<file path="src/rtl/ram_port_arbiter_pkg.sv">
// Shared constants and FSM encoding for the two-port RAM arbiter.
// The port widths and the timeout default all come from here.
package ram_port_arbiter_pkg;

  localparam int c_ADDR_SIZE     = 16;
  localparam int c_RAM_DATA_SIZE = 128;
  localparam int c_ARB_TIMEOUT   = 64;

  typedef enum logic [1:0] {
    IDLE = 2'd0,
    BUSY = 2'd1,
    DONE = 2'd2
  } arb_state_t;

endpackage

</file>
<file path="src/rtl/ram_port_arbiter_if.sv">
// Bundle of requester-side and memory-side signals of the RAM port arbiter.
// The master modport is the arbiter's view; slave is the surrounding system.
interface ram_port_arbiter_if import ram_port_arbiter_pkg::*; #(
  parameter int ADDR_W = c_ADDR_SIZE,
  parameter int DATA_W = c_RAM_DATA_SIZE
) ();

  logic              P0_RD;
  logic              P0_WR;
  logic [ADDR_W-1:0] P0_ADDR;
  logic [DATA_W-1:0] P0_WDATA;
  logic              P0_ACK;
  logic              P0_ERR;
  logic              P1_RD;
  logic              P1_WR;
  logic [ADDR_W-1:0] P1_ADDR;
  logic [DATA_W-1:0] P1_WDATA;
  logic              P1_ACK;
  logic              P1_ERR;
  logic [DATA_W-1:0] RDATA;
  logic              M_RD;
  logic              M_WR;
  logic [ADDR_W-1:0] M_ADDR;
  logic [DATA_W-1:0] M_WDATA;
  logic [DATA_W-1:0] M_RDATA;
  logic              M_ACK;
  logic              GRANT;

  modport master (
    input  P0_RD, P0_WR, P0_ADDR, P0_WDATA,
    input  P1_RD, P1_WR, P1_ADDR, P1_WDATA,
    input  M_RDATA, M_ACK,
    output P0_ACK, P0_ERR, P1_ACK, P1_ERR, RDATA,
    output M_RD, M_WR, M_ADDR, M_WDATA, GRANT
  );

  modport slave (
    output P0_RD, P0_WR, P0_ADDR, P0_WDATA,
    output P1_RD, P1_WR, P1_ADDR, P1_WDATA,
    output M_RDATA, M_ACK,
    input  P0_ACK, P0_ERR, P1_ACK, P1_ERR, RDATA,
    input  M_RD, M_WR, M_ADDR, M_WDATA, GRANT
  );

endinterface

</file>
<file path="src/rtl/ram_port_arbiter_rr_pick2.sv">
// Two-way round-robin picker: on contention the port that did not win last time goes.
module rr_pick2 (
  input  logic [1:0] req,
  input  logic       last,
  output logic       valid,
  output logic       sel
);

  assign valid = |req;
  assign sel   = (&req) ? ~last : req[1];

endmodule

</file>
<file path="src/rtl/ram_port_arbiter.sv">
// Arbitrates the data-cache (port 0) and instruction-cache (port 1) line requests
// onto one memory interface, one transfer at a time, with a timeout abort.
module ram_port_arbiter import ram_port_arbiter_pkg::*; #(
  parameter int ADDR_W  = c_ADDR_SIZE,
  parameter int DATA_W  = c_RAM_DATA_SIZE,
  parameter int TIMEOUT = c_ARB_TIMEOUT
) (
  input  logic               CLK,
  input  logic               RESET_N,
  ram_port_arbiter_if.master bus
);

  localparam int CNT_W = (TIMEOUT > 1) ? $clog2(TIMEOUT) : 1;

  arb_state_t        state_reg, state_next;
  logic              grant_reg, last_reg, err_reg;
  logic              m_rd_reg, m_wr_reg;
  logic [ADDR_W-1:0] addr_reg;
  logic [DATA_W-1:0] wdata_reg, rdata_reg;
  logic [CNT_W-1:0]  cnt_reg;

  logic [1:0]        req;
  logic              pick_valid, pick_sel;
  logic              sel_wr;
  logic [ADDR_W-1:0] sel_addr;
  logic [DATA_W-1:0] sel_wdata;
  logic              timeout_hit;

  assign req = {bus.P1_RD | bus.P1_WR, bus.P0_RD | bus.P0_WR};

  rr_pick2 u_pick (
    .req   (req),
    .last  (last_reg),
    .valid (pick_valid),
    .sel   (pick_sel)
  );

  // A simultaneous RD+WR from one requester resolves to a write.
  assign sel_wr    = pick_sel ? bus.P1_WR    : bus.P0_WR;
  assign sel_addr  = pick_sel ? bus.P1_ADDR  : bus.P0_ADDR;
  assign sel_wdata = pick_sel ? bus.P1_WDATA : bus.P0_WDATA;

  assign timeout_hit = (cnt_reg == CNT_W'(TIMEOUT - 1));

  always_ff @(posedge CLK or negedge RESET_N) begin
    if (!RESET_N) state_reg <= IDLE;
    else          state_reg <= state_next;
  end

  always_comb begin
    state_next = state_reg;
    case (state_reg)
      IDLE:    if (pick_valid) state_next = BUSY;
      BUSY:    if (bus.M_ACK || timeout_hit) state_next = DONE;
      DONE:    state_next = IDLE;
      default: state_next = IDLE;
    endcase
  end

  always_ff @(posedge CLK or negedge RESET_N) begin
    if (!RESET_N) begin
      grant_reg <= 1'b0;
      last_reg  <= 1'b0;
      err_reg   <= 1'b0;
      m_rd_reg  <= 1'b0;
      m_wr_reg  <= 1'b0;
      addr_reg  <= '0;
      wdata_reg <= '0;
      rdata_reg <= '0;
      cnt_reg   <= '0;
    end else begin
      case (state_reg)
        IDLE: if (pick_valid) begin
          grant_reg <= pick_sel;
          addr_reg  <= sel_addr;
          wdata_reg <= sel_wdata;
          m_rd_reg  <= ~sel_wr;
          m_wr_reg  <= sel_wr;
          err_reg   <= 1'b0;
          cnt_reg   <= '0;
        end
        BUSY: begin
          // An acknowledge on the final counted cycle still wins over the abort.
          if (bus.M_ACK) begin
            m_rd_reg <= 1'b0;
            m_wr_reg <= 1'b0;
            if (m_rd_reg) rdata_reg <= bus.M_RDATA;
          end else if (timeout_hit) begin
            m_rd_reg  <= 1'b0;
            m_wr_reg  <= 1'b0;
            err_reg   <= 1'b1;
            rdata_reg <= '0;
          end else begin
            cnt_reg <= cnt_reg + CNT_W'(1);
          end
        end
        DONE:    last_reg <= grant_reg;
        default: ;
      endcase
    end
  end

  assign bus.P0_ACK  = (state_reg == DONE) && !grant_reg;
  assign bus.P1_ACK  = (state_reg == DONE) &&  grant_reg;
  assign bus.P0_ERR  = bus.P0_ACK && err_reg;
  assign bus.P1_ERR  = bus.P1_ACK && err_reg;
  assign bus.RDATA   = rdata_reg;
  assign bus.M_RD    = m_rd_reg;
  assign bus.M_WR    = m_wr_reg;
  assign bus.M_ADDR  = addr_reg;
  assign bus.M_WDATA = wdata_reg;
  assign bus.GRANT   = grant_reg;

endmodule
</file>
<file path="src/flat_wrapper.sv">
// flat-port wrapper written by rule: the top's interface ports become plain ports
module ram_port_arbiter_flat import ram_port_arbiter_pkg::*;
#(
  parameter int ADDR_W  = c_ADDR_SIZE,
  parameter int DATA_W  = c_RAM_DATA_SIZE,
  parameter int TIMEOUT = c_ARB_TIMEOUT
)
  (CLK, RESET_N, bus_P0_RD, bus_P0_WR, bus_P0_ADDR, bus_P0_WDATA, bus_P1_RD, bus_P1_WR, bus_P1_ADDR, bus_P1_WDATA, bus_M_RDATA, bus_M_ACK, bus_P0_ACK, bus_P0_ERR, bus_P1_ACK, bus_P1_ERR, bus_RDATA, bus_M_RD, bus_M_WR, bus_M_ADDR, bus_M_WDATA, bus_GRANT);
  ram_port_arbiter_if #(.ADDR_W(ADDR_W), .DATA_W(DATA_W)) bus_i ();
  input  logic CLK;
  input  logic RESET_N;
  input wire logic [$bits(bus_i.P0_RD)-1:0] bus_P0_RD;
  input wire logic [$bits(bus_i.P0_WR)-1:0] bus_P0_WR;
  input wire logic [$bits(bus_i.P0_ADDR)-1:0] bus_P0_ADDR;
  input wire logic [$bits(bus_i.P0_WDATA)-1:0] bus_P0_WDATA;
  input wire logic [$bits(bus_i.P1_RD)-1:0] bus_P1_RD;
  input wire logic [$bits(bus_i.P1_WR)-1:0] bus_P1_WR;
  input wire logic [$bits(bus_i.P1_ADDR)-1:0] bus_P1_ADDR;
  input wire logic [$bits(bus_i.P1_WDATA)-1:0] bus_P1_WDATA;
  input wire logic [$bits(bus_i.M_RDATA)-1:0] bus_M_RDATA;
  input wire logic [$bits(bus_i.M_ACK)-1:0] bus_M_ACK;
  output wire logic [$bits(bus_i.P0_ACK)-1:0] bus_P0_ACK;
  output wire logic [$bits(bus_i.P0_ERR)-1:0] bus_P0_ERR;
  output wire logic [$bits(bus_i.P1_ACK)-1:0] bus_P1_ACK;
  output wire logic [$bits(bus_i.P1_ERR)-1:0] bus_P1_ERR;
  output wire logic [$bits(bus_i.RDATA)-1:0] bus_RDATA;
  output wire logic [$bits(bus_i.M_RD)-1:0] bus_M_RD;
  output wire logic [$bits(bus_i.M_WR)-1:0] bus_M_WR;
  output wire logic [$bits(bus_i.M_ADDR)-1:0] bus_M_ADDR;
  output wire logic [$bits(bus_i.M_WDATA)-1:0] bus_M_WDATA;
  output wire logic [$bits(bus_i.GRANT)-1:0] bus_GRANT;
  assign bus_i.P0_RD = bus_P0_RD;
  assign bus_i.P0_WR = bus_P0_WR;
  assign bus_i.P0_ADDR = bus_P0_ADDR;
  assign bus_i.P0_WDATA = bus_P0_WDATA;
  assign bus_i.P1_RD = bus_P1_RD;
  assign bus_i.P1_WR = bus_P1_WR;
  assign bus_i.P1_ADDR = bus_P1_ADDR;
  assign bus_i.P1_WDATA = bus_P1_WDATA;
  assign bus_i.M_RDATA = bus_M_RDATA;
  assign bus_i.M_ACK = bus_M_ACK;
  assign bus_P0_ACK = bus_i.P0_ACK;
  assign bus_P0_ERR = bus_i.P0_ERR;
  assign bus_P1_ACK = bus_i.P1_ACK;
  assign bus_P1_ERR = bus_i.P1_ERR;
  assign bus_RDATA = bus_i.RDATA;
  assign bus_M_RD = bus_i.M_RD;
  assign bus_M_WR = bus_i.M_WR;
  assign bus_M_ADDR = bus_i.M_ADDR;
  assign bus_M_WDATA = bus_i.M_WDATA;
  assign bus_GRANT = bus_i.GRANT;
  ram_port_arbiter #(.ADDR_W(ADDR_W), .DATA_W(DATA_W), .TIMEOUT(TIMEOUT)) u_core (.CLK(CLK), .RESET_N(RESET_N), .bus(bus_i));
endmodule
</file>
<file path="config.mk">
export PLATFORM = sky130hd
export DESIGN_NAME = ram_port_arbiter_flat
export DESIGN_NICKNAME = d
export VERILOG_FILES = /design/src/rtl/ram_port_arbiter_pkg.sv /design/src/rtl/ram_port_arbiter_if.sv /design/src/rtl/ram_port_arbiter_rr_pick2.sv /design/src/rtl/ram_port_arbiter.sv /design/src/flat_wrapper.sv
export SDC_FILE = /design/constraint.sdc
export NUM_CORES = 1
export LEC_CHECK = 0
export BUFFER_PORTS_ARGS = -buffer_cell sky130_fd_sc_hd__buf_2
export CORE_AREA = 2 2 272 274
export CTS_BUF_LIST = sky130_fd_sc_hd__clkbuf_8
export CTS_CLUSTER_SIZE = 12
export DETAILED_ROUTE_END_ITERATION = 10
export DIE_AREA = 0 0 274 276
export GPL_TIMING_DRIVEN = 0
export HOLD_SLACK_MARGIN = 0.15
export SYNTH_ARGS = -nofsm -noshare
export SYNTH_HDL_FRONTEND = slang
export SYNTH_SLANG_ARGS = --single-unit
</file>
<file path="constraint.sdc">
create_clock -name CLK -period 1.9 [get_ports CLK]
set_input_delay 0.19 -clock CLK [delete_from_list [all_inputs] [get_ports CLK]]
set_output_delay 0.19 -clock CLK [all_outputs]
set_load 0.03 [all_outputs]
</file>
* After elaboration in Yosys (flattened, before gate mapping)
Index checks and enable logic that the tools add are counted.
** Word-level totals
- Flip-flop bits (word level) :: 285
- Latch bits :: 0
- Bits in writable memories :: 0
- ROM bits :: 0
- Word-level logic and storage cells :: 66
- Memories :: 0
** Operators by class
- $add $sub $neg :: 1
- Multiply operators :: 0
- Divide/modulo/power cells :: 0
- Magnitude comparators :: 0
- Equality and inequality tests :: 10
- Shift operators :: 0
- Mux-type cells :: 24
- Bitwise gates (word level) :: 4
- Reduce and logical (&&, ||, !) cells :: 17
** Operators by type and width (count)
- 128-bit 2-to-1 mux :: 4
- 6-bit 2-to-1 mux :: 3
- 16-bit 2-to-1 mux :: 1
- 6-bit one-hot mux with 2 select lines :: 1
- 1-bit 2-to-1 mux :: 9
- 2-bit by 1-bit inequality test with 1-bit output (second input constant) :: 4
- 4-bit AND reduction :: 2
- 6-bit by 1-bit adder with 6-bit output (second input constant) :: 1
- 6-bit == test (second input constant) :: 1
- 1-bit one-hot mux with 2 select lines :: 3
- 2-bit AND reduction :: 3
- 3-bit AND reduction :: 2
- 1-bit logical AND :: 4
- 2-bit 2-to-1 mux :: 2
- 2-bit inequality test (second input constant) :: 2
- 2-bit one-hot mux with 2 select lines :: 1
- 2-bit nonzero test :: 2
- 3-bit by 2-bit inequality test with 1-bit output (second input constant) :: 1
- 2-bit by 1-bit == test with 1-bit output (second input constant) :: 1
- 2-bit == test (second input constant) :: 1
- 2-bit zero test :: 1
- 1-bit inverter :: 2
- 1-bit OR :: 2
- 2-bit OR reduction :: 1
- other kinds (2) :: 2

* Longest topological paths before layout
Gate-level depths: netlist (run 1).
- Depth in word-level cells :: 7
- Depth in mapped cells :: 7

* Hierarchy
Synthesis (run 1) repeated with hierarchy kept, for this count alone.
** Unflattened totals
- Cell total of the unflattened synthesis :: 1139
- Area total of the unflattened synthesis :: 12873.6 sq um
** By module, submodules not included
- ram_port_arbiter :: times used 1, cells each 1137, area an instance 12859.8 sq um, seq. area each 7131.8 sq um
- rr_pick2 :: times used 1, cells each 2, area an instance 13.8 sq um, seq. area each 0.0 sq um

* Worst setup path after synthesis (run 1)
OpenSTA, ideal clock, no wires.
- Path kind :: register to register
- From :: reg u_core.cnt_reg[0]
- To :: reg u_core.rdata_reg[52], in the netlist u_core.bus.RDATA[52]
- Arrival :: 1.586 ns
- Slack :: 0.193 ns
- Stages on the path, launching flop included :: 8
- Path buffers :: 2
- Period minus slack after synthesis :: 1.707 ns
- Path through :: dfrtp_1 -> ha_1 -> nand3_1 -> o31ai_1 -> nand2_1 -> clkbuf_1 -> clkbuf_1 -> a22o_1
** On the way
- Cells in the longest elaborated chain, start to end :: 3
** Ends and longest elaborated chain
- start: declaration :: RTL line ram_port_arbiter.sv:20 : logic [CNT_W-1:0] cnt_reg;
- start signal: assignment :: RTL line ram_port_arbiter.sv:94 : cnt_reg <= cnt_reg + CNT_W'(1);
- 6-bit == test :: RTL line ram_port_arbiter.sv:43 : assign timeout_hit = (cnt_reg == CNT_W'(TIMEOUT - 1));
- 2-bit nonzero test (no line)
- 3-bit AND reduction (no line)
- end signal: assignment :: RTL line ram_port_arbiter.sv:87 : if (m_rd_reg) rdata_reg <= bus.M_RDATA;
- end: declaration :: RTL line ram_port_arbiter.sv:19 : logic [DATA_W-1:0] wdata_reg, rdata_reg;
No other way between the ends.
A chain may end at the register's enable or synchronous reset.

* Worst setup path after layout (run 1)
- From :: reg u_core.last_reg
- To :: reg u_core.wdata_reg[68], in the netlist u_core.bus.M_WDATA[68]
** On the way
- Cells in the longest elaborated chain, start to end :: 3
** Ends and longest elaborated chain
- start: declaration :: RTL line ram_port_arbiter.sv:16 : logic grant_reg, last_reg, err_reg;
- start signal: assignment :: RTL line ram_port_arbiter.sv:97 : DONE: last_reg <= grant_reg;
- 1-bit inverter :: RTL line ram_port_arbiter_rr_pick2.sv:10 : assign sel = (&req) ? ~last : req[1];
- 1-bit 2-to-1 mux :: RTL line ram_port_arbiter_rr_pick2.sv:10
- 128-bit 2-to-1 mux :: RTL line ram_port_arbiter.sv:41 : assign sel_wdata = pick_sel ? bus.P1_WDATA : bus.P0_WDATA;
- end signal: assignment :: RTL line ram_port_arbiter.sv:76 : wdata_reg <= sel_wdata;
- end: declaration :: RTL line ram_port_arbiter.sv:19
No other way between the ends.

==> results.sh, run 1 <==
export IMPL_finalCritPeriodShare_pct=97.1
export IMPL_antenna_found_initial=1
export IMPL_critical_path_top_delay_family="buffers and inverters"
export IMPL_grt_ovfl_total=0
export IMPL_syn_cell_area_sq_um=11800
export IMPL_placedInstanceArea_sq_um=16600
export IMPL_status="complete, no violations"
export IMPL_syn2layout_area_growth_pct=88.5
export IMPL_hpwl_um=36900
export IMPL_path_class="register to register"
export IMPL_row_count=99
export IMPL_cp_buffers_inverters=3
export IMPL_ys_ff_latch=285
export IMPL_crit_path_start="u_core.last_reg"
export IMPL_synth_edf_count=0
export IMPL_yosysWarnings=0
export IMPL_critPathArrivalTime_ns=2.32
export IMPL_crit_chain="o21ai_1 > o21a_1 > buf_12 > buf_4 > buf_2 > mux2i_1 > o21ai_1"
export IMPL_max_stage_delay_ns=0.41
export IMPL_async_reset_ff_share_pct=100
export IMPL_grt_util_met1_pct=16.4
export IMPL_ir_drop_mv=0.966
export IMPL_fin_area_sq_um=22300
export IMPL_met3_usage_pct=3.40
export IMPL_seq_power_share_pct=30.7
export IMPL_worst_slack_ns=0.0556
export IMPL_p_sw_mw=16.2
export IMPL_comb_power_share_pct=52.3
export IMPL_regToRegStartpoint="u_core.last_reg"
export IMPL_setup_violations_final=0
export IMPL_internal_power_mw=18.1
export IMPL_drc=0
export IMPL_grt_setup_unrepaired="yes"
export IMPL_gp_congestion=0.875
export IMPL_worst_r2r_setup_slack_ns=0.06
export IMPL_grt_met2_usage_pct=24.1
export IMPL_p_leak_nw=11.5
export IMPL_fin_crit_ns=1.84
export IMPL_final_cells=3180
export IMPL_port_buffers=701
export IMPL_holdWs_ns=0.259
export IMPL_drt_iter0_drc=713
export IMPL_fmax_mhz=542
export IMPL_power_share_switching_pct=47.1
export IMPL_p_clk_share_pct=17.0
export IMPL_place_ws_ns=-0.862
export IMPL_syn_nets=1412
export IMPL_cp_slowest_cell="dfrtp_1"
export IMPL_slew_viol_final=0
export IMPL_layout_drive_gt1_share_pct=39.8
export IMPL_antenna_left=0
export IMPL_power_density_nw_per_um2=1540
export IMPL_ys_seq_area_share_pct=60.2
export IMPL_chipHeight_um=276
export IMPL_syn_avg_cell_area_sq_um=12.0
export IMPL_grt_use_total_pct=14.1
export IMPL_dieArea_sq_um=75600
export IMPL_synthDistinctLibCells=42
export IMPL_wl_per_cell_um=17.9
export IMPL_cts_sinks=285
export IMPL_cts_root_buf="clkbuf_8"
export IMPL_cts_htree_levels=2
export IMPL_dp_cells=2650
export IMPL_relSlewSlack_pct=54.4
export IMPL_cp_end_kind="register"
export IMPL_layout_common_cells="buf_2, dlygate4sd3_1, dfrtp_1"
export IMPL_final_common_cell="buf_2"
export IMPL_cts_buffer_depth=3
export IMPL_min_from="bus_P0_RD"
export IMPL_power_mw=34.3
export IMPL_start_util_pct=16.3
export IMPL_worstSetupStartpointType="register"
export IMPL_hold_viol=0
export IMPL_grt_pass1_wl_um=82500
export IMPL_insertion_delay_ns=0.63
export IMPL_grt_pass1_vias=13900
export IMPL_required_ns=2.38
export IMPL_fin_skew_ns=0.0305
export IMPL_netlist_instances=988
export IMPL_crit_path_max_fanout=10
export IMPL_synth_ff_type="dfrtp_1"
export IMPL_pin_count=702
export IMPL_die_width_um=274
export IMPL_busiest_layer="met2"
export IMPL_cts_buffers=51
export IMPL_clk_pin_slew_ns=0.06
export IMPL_core_area_sq_um=72600
export IMPL_worst_slew_pin_slew_ns=0.683
export IMPL_firstDrtPassIters=4
export IMPL_hold_path_class="input pin to register"
export IMPL_routed_via_density=4.12
export IMPL_finalWirelength_um=56800
export IMPL_crit_top_cell="o21ai_1"
export IMPL_cts_tree="built"
export IMPL_maxCapViolations=0
export IMPL_grt_max_degree=109
export IMPL_layout_nets=2606
export IMPL_num_vias=13100
## logic make-up after synthesis
logic type | share of synthesized area [%]
multiplexers | 12.2
adder cells (fa/ha/maj) | 0.106
AO/OA/AOI/OAI | 17.4
AND/OR/NAND/NOR | 6.05
flip-flops | 60.2
buffers and inverters | 4.06
## cells in the mapped netlist (all sizes together) (2+ instances only)
cell type	n	share of area, %
dfrtp	285	60
inv	3	0.095
buf	37	2.6
nor2b	2	0.11
mux2i	144	12
and3	2	0.11
nand2	154	4.9
clkbuf	40	1.3
nand3	3	0.13
o21ai	148	6.3
o211ai	2	0.21
nand2b	2	0.11
a22o	128	9.5
nor2	9	0.29
and2	3	0.16
a21boi	2	0.13
a211oi	2	0.21
o21a	2	0.13
a21oi	5	0.21
## through the flow
| stage | util (%) | TNS, ns |
|---|---|---|
| finish | 30.8 | 0 |
| global route | 30.8 | -0.0196 |
| CTS | 30.5 | 0 |
| detailed placement | 22.9 | -82.35 |
| global placement | 22.8 | -1486.54 |
| floorplan | - | 0 |
## area by class of cell
class | instances | area (sq um)
fill | 7286 | 50300
timing repair buffer | 1141 | 7950
sequential | 285 | 7130
multi-input combinational | 623 | 4350
tap | 959 | 1200
clock buffer | 63 | 867
buffer | 77 | 672
clock inverter | 27 | 144
inverter | 3 | 11.3
antenna | 2 | 5.00
## path summary, 6_finish.rpt
check                                         end  cells after the start
max                        u_core.bus.M_WDATA[68]                      7
min                             u_core.cnt_reg[1]                      5
max reg2reg                u_core.bus.M_WDATA[68]                      7
min reg2reg                u_core.bus.M_WDATA[49]                      2
max in group asynchronous  u_core.bus.M_WDATA[21]                      4
min in group asynchronous   u_core.bus.RDATA[111]                      3
## power groups by stage
stage	clock [mW]	combinational [mW]	sequential, mW
global placement	0	16.6	10.4
global route	6.31	19.0	10.9
finish	5.83	17.9	10.5
floorplan	0	5.17	15.9
CTS	6.05	17.7	10.4
detailed placement	0	16.7	10.5
## routing by layer
| layer | share of wire, % | vias to the layer above | routed length, um |
|---|---|---|---|
| met5 | 0 | - | 0 |
| met3 | 7.5 | 160 | 4270 |
| met2 | 48 | 671 | 27200 |
| met1 | 40 | 6325 | 22600 |
| li1 | - | 5956 | - |
| met4 | 4.8 | 0 | 2710 |
## worst min-delay path, delay by kind of cell
family | cells | cell delay, ns
AO/OA/AOI/OAI | 2 | 0.28
AND/OR/NAND/NOR | 2 | 0.27
buffers and inverters | 1 | 0.10
## timing repair
action                                 CTS  global route
pin swaps                                3             3
setup endpoints to repair              177           152
endpoints found under the hold margin  569             0
buffers inserted                         4            11
resized for setup                       80            24
gates cloned                             1             1
hold buffers                           421             0
Power figures use the tool's default switching activity.
==> run 2, diff against run 1 <==
--- a/config.mk
+++ b/config.mk
@@ -5,14 +5,16 @@
 export SDC_FILE = /design/constraint.sdc
 export NUM_CORES = 1
 export LEC_CHECK = 0
+export ABC_AREA = 1
 export BUFFER_PORTS_ARGS = -buffer_cell sky130_fd_sc_hd__buf_2
-export CORE_AREA = 2 2 272 274
+export CORE_AREA = 2 2 275 277
 export CTS_BUF_LIST = sky130_fd_sc_hd__clkbuf_8
 export CTS_CLUSTER_SIZE = 12
 export DETAILED_ROUTE_END_ITERATION = 10
-export DIE_AREA = 0 0 274 276
+export DIE_AREA = 0 0 277 279
 export GPL_TIMING_DRIVEN = 0
 export HOLD_SLACK_MARGIN = 0.15
+export REMOVE_ABC_BUFFERS = 1
 export SYNTH_ARGS = -nofsm -noshare
 export SYNTH_HDL_FRONTEND = slang
 export SYNTH_SLANG_ARGS = --single-unit
==> run 2 against run 1 <==
Against the previous run:
- critical path depth grew 2
- via count grew 19%
- die area grew 2.2%
- sequential share of layout area shrank 1.0 points
- area after synthesis grew 4.8%
- worst setup slack gained 0.010 ns
- worst hold slack gained 0.020 ns
- fmax grew 0.55%
- routed wire length grew 30%
- sequential power is essentially flat
- critical path type is now input pin to register
- largest power group unchanged
==> results.sh, run 2 <==
export IMPL_ys_top_cells_by_area="dfrtp_1, a21oi_1, nand3_1"
export IMPL_finalCritPeriodShare_pct=96.5
export IMPL_yosysTopAreaCellShare_pct=57.5
export IMPL_num_vias=15600
export IMPL_layout_drive_gt1_share_pct=33.0
export IMPL_cts_tree="built"
export IMPL_wl_met1_um=28400
export IMPL_worst_slew_pin_slew_ns=1.04
export IMPL_fin_util_pct=31.2
export IMPL_placedInstanceArea_sq_um=17100
export IMPL_cts_htree_levels=2
export IMPL_syn_avg_cell_area_sq_um=8.52
export IMPL_clk_pin_slew_ns=0.06
export IMPL_insertion_delay_ns=0.66
export IMPL_critPathArrivalTime_ns=2.36
export IMPL_grt_setup_unrepaired="yes"
export IMPL_row_count=100
export IMPL_drc=0
export IMPL_final_common_cell="buf_2"
export IMPL_grt_max_degree=106
export IMPL_hold_viol=0
export IMPL_min_from="bus_P1_RD"
export IMPL_ys_seq_area_share_pct=57.5
export IMPL_core_area_sq_um=74100
export IMPL_synth_ff_type="dfrtp_1"
export IMPL_cts_buffers=53
export IMPL_cts_sinks=285
export IMPL_holdWs_ns=0.279
export IMPL_p_leak_nw=11.5
export IMPL_syn_cell_area_sq_um=12400
export IMPL_gp_congestion=0.799
export IMPL_required_ns=2.42
export IMPL_fin_area_sq_um=23100
export IMPL_path_class="input pin to register"
export IMPL_wl_met3_um=6410
export IMPL_netlist_instances=1457
export IMPL_ys_ff_latch=285
export IMPL_synth_area_leader_cell="dfrtp_1"
export IMPL_die_width_um=277
export IMPL_grt_ovfl_total=0
export IMPL_power_mw=37.6
export IMPL_fin_crit_ns=1.83
export IMPL_relSlewSlack_pct=30.6
export IMPL_n_fill_cell=7758
export IMPL_hold_path_class="input pin to register"
export IMPL_grt_use_total_pct=18.3
export IMPL_fmax_mhz=545
export IMPL_async_reset_ff_share_pct=100
export IMPL_maxCapViolations=0
export IMPL_cts_root_buf="clkbuf_8"
export IMPL_ys_top_cells_by_count="nand2_1, a21oi_1, dfrtp_1"
export IMPL_yosysWarnings=0
export IMPL_cts_buffer_depth=3
export IMPL_worstSetupStartpointType="input pin"
export IMPL_routed_via_density=4.35
export IMPL_synth_most_common_cell="nand2_1"
export IMPL_setup_tns_final_ns=0
export IMPL_ir_drop_mv=0.899
export IMPL_finalWirelength_um=73900
export IMPL_layout_common_cells="buf_2, dlygate4sd3_1, nand2_1"
export IMPL_power_density_nw_per_um2=1630
export IMPL_synth_edf_count=0
export IMPL_pin_count=702
export IMPL_fin_skew_ns=0.0519
export IMPL_drt_iter0_drc=921
export IMPL_crit_path_max_fanout=43
export IMPL_dr_wl_met2_um=36100
export IMPL_dieArea_sq_um=77300
export IMPL_hpwl_um=48300
export IMPL_wl_per_cell_um=20.5
export IMPL_cp_end_kind="register"
export IMPL_synthDistinctLibCells=20
export IMPL_start_util_pct=16.8
export IMPL_setup_violations_final=0
export IMPL_slew_viol_final=0
export IMPL_grt_pass1_vias=16400
export IMPL_highest_layer="met5"
export IMPL_regToRegStartpoint="u_core.state_reg[0]"
export IMPL_chipHeight_um=279
export IMPL_status="complete, no violations"
export IMPL_antenna_left=0
export IMPL_grt_pass1_wl_um=107000
export IMPL_crit_path_start="bus_M_ACK"
export IMPL_firstDrtPassIters=5
export IMPL_layout_nets=2996
export IMPL_syn2layout_area_growth_pct=85.9
export IMPL_port_buffers=701
export IMPL_antenna_found_initial=37
[run 2: cell count changes in the layout (fill, tap and decap cells not counted), sizes merged, moves of 5 or more]
| cell | change |
|---|---|
| inv | +7 |
| a21oi | +284 |
| a22o | -128 |
| nand3 | +279 |
| buf | -9 |
| o21ai | -137 |
| nor2 | +151 |
| nand2 | +142 |
| bufbuf | +5 |
| clkbuf | -40 |
| diode | +16 |
| mux2i | -144 |
[run 2: layout make-up]
cell class              count  area [sq um]  area share [%]
multi-input cells        1042          4790            20.8
well taps                 969          1210            5.25
inverters                  14          73.8           0.320
clock inverters            28           204           0.884
diodes                     18          45.0           0.195
repair buffers           1174          8700            37.7
clock buffers              65           895            3.88
repair inverters            2          17.5          0.0759
flip-flops and latches    285          7140            30.9
[run 2: path summary, 6_finish.rpt]
check | end | slack, ns | depth (start not counted)
setup / recovery | u_core.bus.RDATA[101] | 0.07 | 9
hold / removal | u_core.bus.M_WDATA[34] | 0.28 | 5
setup reg to reg | u_core.bus.RDATA[101] | 0.09 | 7
hold reg to reg | u_core.bus.RDATA[35] | 0.46 | 2
max in group asynchronous | u_core.bus.M_WDATA[0] | 0.10 | 4
min in group asynchronous | u_core.bus.RDATA[27] | 0.68 | 3
[run 2: critical path, cell delays in order]
cell	delay, ns
dlygate4sd3_1	0.56
buf_6	0.35
inv_1	0.15
nor2_2	0.30
nor2_4	0.09
buf_6	0.18
buf_12	0.18
nand3_1	0.19
nand2_1	0.09
[run 2: repair_timing]
item	4_1_cts	5_1_grt
pin swaps	4	3
endpoints found under the setup margin	277	314
endpoints found under the hold margin	386	0
hold buffers	423	0
cloned	12	4
gates resized for setup	16	15
setup buffers	12	10
[run 2: logic make-up (layout without fill, tap and decap cells)]
logic type	after synthesis	in the layout	synth area share (%)
buffers and inverters	134	1283	5.11
AND/OR/NAND/NOR	738	741	25.3
adder cells (fa/ha/maj)	1	1	0.101
other	0	18	0
AO/OA/AOI/OAI	299	300	12.1
flip-flops	285	285	57.5
[run 2: stage by stage]
step	cells	worst slack, ns
finish	3597	0.0658
CTS	3565	-0.0125
detailed placement	3026	-1.07
floorplan	1337	-8.95
global placement	3007	-25.09
global route	3595	-0.00727
[run 2: power breakdown]
group	internal [mW]	total (mW)	switching [mW]	leakage [nW]
combinational	6.34	20.7	14.4	7.47
clock	3.37	6.30	2.93	0.610
sequential	9.00	10.6	1.55	3.39
total	18.7	37.6	18.9	11.5
[run 2: layer usage]
metal,vias to the layer above,track usage [%]
met3,190,5.22
li1,7169,-
met2,920,31.9
met1,7344,20.9
met4,26,7.69
met5,-,0
==> run 3, diff against run 2 <==
--- a/config.mk
+++ b/config.mk
@@ -5,13 +5,12 @@
 export SDC_FILE = /design/constraint.sdc
 export NUM_CORES = 1
 export LEC_CHECK = 0
-export ABC_AREA = 1
 export BUFFER_PORTS_ARGS = -buffer_cell sky130_fd_sc_hd__buf_2
-export CORE_AREA = 2 2 275 277
+export CORE_AREA = 2 2 272 274
 export CTS_BUF_LIST = sky130_fd_sc_hd__clkbuf_8
 export CTS_CLUSTER_SIZE = 12
 export DETAILED_ROUTE_END_ITERATION = 10
-export DIE_AREA = 0 0 277 279
+export DIE_AREA = 0 0 274 276
 export GPL_TIMING_DRIVEN = 0
 export HOLD_SLACK_MARGIN = 0.15
 export REMOVE_ABC_BUFFERS = 1
==> run 3 against run 2 <==
Against the previous run:
- sequential cell count stayed put
- fmax is 1.4% higher
- via count is 19% lower
- power is 7.5% lower
- critical path type is now register to register
- critical endpoint is now u_core.bus.RDATA[85]
- largest power group unchanged
- highest routed layer unchanged
==> results.sh, run 3 (synthesis gave the netlist of run 1 again) <==
export IMPL_status="complete, no violations"
export IMPL_relSlewSlack_pct=54.7
export IMPL_chipHeight_um=276
export IMPL_dp_cells=2581
export IMPL_cts_sinks=285
export IMPL_required_ns=2.40
export IMPL_clk_pin_slew_ns=0.06
export IMPL_finalCritPeriodShare_pct=95.2
export IMPL_drt_iter0_drc=540
export IMPL_die_width_um=274
export IMPL_grt_ovfl_total=0
export IMPL_fin_skew_ns=0.0151
export IMPL_row_count=99
export IMPL_cts_htree_levels=2
export IMPL_cts_tree="built"
export IMPL_pin_count=702
export IMPL_grt_max_degree=181
export IMPL_worstSetupStartpointType="register"
export IMPL_antenna_left=0
export IMPL_gp_congestion=0.801
export IMPL_grt_pass1_vias=13500
export IMPL_hold_viol=0
export IMPL_crit_chain="ha_4 > nand3_4 > o31ai_4 > buf_4 > nand2_8 > buf_16 > a22o_1"
export IMPL_maxCapViolations=0
export IMPL_max_stage_delay_ns=0.42
export IMPL_setup_violations_final=0
export IMPL_drc=0
export IMPL_final_common_cell="buf_2"
export IMPL_power_density_nw_per_um2=1550
export IMPL_firstDrtPassIters=5
export IMPL_worst_r2r_setup_slack_ns=0.09
export IMPL_grt_pass1_wl_um=89600
export IMPL_wl_per_cell_um=20.4
export IMPL_insertion_delay_ns=0.63
export IMPL_routed_via_density=4.03
export IMPL_min_from="bus_M_RDATA[125]"
export IMPL_core_area_sq_um=72600
export IMPL_cp_slowest_cell="dfrtp_1"
export IMPL_worst_slack_ns=0.0914
export IMPL_cts_buffer_depth=3
export IMPL_n_fill_cell=7336
export IMPL_critPathArrivalTime_ns=2.31
export IMPL_layout_common_cells="buf_2, dlygate4sd3_1, dfrtp_1"
export IMPL_final_cells=3143
export IMPL_crit_path_max_fanout=30
export IMPL_hold_path_class="input pin to register"
export IMPL_crit_path_start="u_core.cnt_reg[0]"
export IMPL_antenna_found_initial=27
export IMPL_layout_drive_gt1_share_pct=39.3
export IMPL_ir_drop_mv=1.01
export IMPL_layout_nets=2551
export IMPL_cp_end_kind="register"
export IMPL_regToRegStartpoint="u_core.cnt_reg[0]"
export IMPL_dieArea_sq_um=75600
export IMPL_worst_slew_pin_slew_ns=0.679
export IMPL_fmax_mhz=553
export IMPL_hpwl_um=40700
export IMPL_place_ws_ns=-0.780
export IMPL_cts_buffers=52
export IMPL_finalWirelength_um=64100
export IMPL_num_vias=12700
export IMPL_grt_setup_unrepaired="no"
export IMPL_grt_use_total_pct=16.0
export IMPL_syn2layout_area_growth_pct=89.0
export IMPL_path_class="register to register"
export IMPL_cts_root_buf="clkbuf_8"
export IMPL_slew_viol_final=0
export IMPL_start_util_pct=16.3
export IMPL_p_leak_nw=11.4
export IMPL_fin_crit_ns=1.81
export IMPL_port_buffers=701
-- run 3: changes by cell type in the layout (fill, tap and decap cells not counted), moves of 8 or more --
cell | previous run | this run
a21oi_1 | 286 | 5
a22o_1 | 0 | 128
inv_1 | 22 | 14
mux2i_1 | 0 | 140
nand2_1 | 290 | 152
nand3_1 | 282 | 2
nor2_1 | 153 | 5
o21ai_0 | 8 | 121
o21ai_1 | 0 | 26
-- run 3: layout make-up --
type | count | area [sq um] | share of cell area, %
antenna | 16 | 40.0 | 0.179
clock buffer | 66 | 908 | 4.06
clock inverter | 29 | 249 | 1.11
inverter | 3 | 11.3 | 0.0503
multi-input combinational | 628 | 4450 | 19.9
sequential | 285 | 7130 | 31.9
tap | 959 | 1200 | 5.36
timing repair buffer | 1157 | 8400 | 37.5
-- run 3: through the flow --
stage               cell area, sq um  setup TNS [ns]  hold WS, ns  util [%]  total power [mW]
floorplan                      11400        -1011.39       -0.106         -              20.2
global placement               16100        -3123.29        0.412      22.2              24.2
detailed placement             16400         -107.94        0.219      22.6              26.2
CTS                            22300               0        0.244      30.7              34.9
global route                   22400               0        0.267      30.8              36.8
finish                         22400               0        0.330      30.8              34.8
-- run 3: path summary, 6_finish.rpt --
| check | cells past startpoint | end |
|---|---|---|
| worst max register to register | 7 | u_core.bus.RDATA[85] |
| min in group asynchronous | 3 | u_core.bus.RDATA[30] |
| worst min-delay path | 3 | u_core.bus.RDATA[125] |
| worst max-delay path | 7 | u_core.bus.RDATA[85] |
| max in group asynchronous | 4 | u_core.bus.M_WDATA[119] |
| worst min register to register | 2 | u_core.bus.M_WDATA[3] |
-- run 3: per-layer routing --
layer / vias up / global-route usage, % / wire length (um)
met5: - / 0 / 68
met2: 630 / 29.1 / 32200
li1: 5867 / - / -
met3: 135 / 4.39 / 5190
met1: 6031 / 17.5 / 24200
met4: 10 / 5.94 / 2470
-- run 3: worst max-delay path, delay by kind of cell, from the launching register on --
family	cells	cell delay (ns)
buffers and inverters	2	0.36
flip-flops	1	0.42
AO/OA/AOI/OAI	2	0.48
AND/OR/NAND/NOR	2	0.19
adder cells (fa/ha/maj)	1	0.19
-- run 3: repair_timing --
| action | 4_1_cts | 5_1_grt |
|---|---|---|
| endpoints found under the hold margin | 568 | 0 |
| resized for setup | 21 | 12 |
| cloned | 11 | 2 |
| hold buffers | 421 | 0 |
| buffers inserted | 16 | 1 |
| setup endpoints to repair | 233 | 113 |
| pin swaps | 5 | 1 |
-- run 3: where the power goes --
| group | total (mW) | switching (mW) | internal [mW] |
|---|---|---|---|
| Sequential | 10.4 | 1.51 | 8.92 |
| Clock | 6.56 | 2.87 | 3.69 |
| Combinational | 17.8 | 11.9 | 5.93 |
| Total | 34.8 | 16.2 | 18.5 |
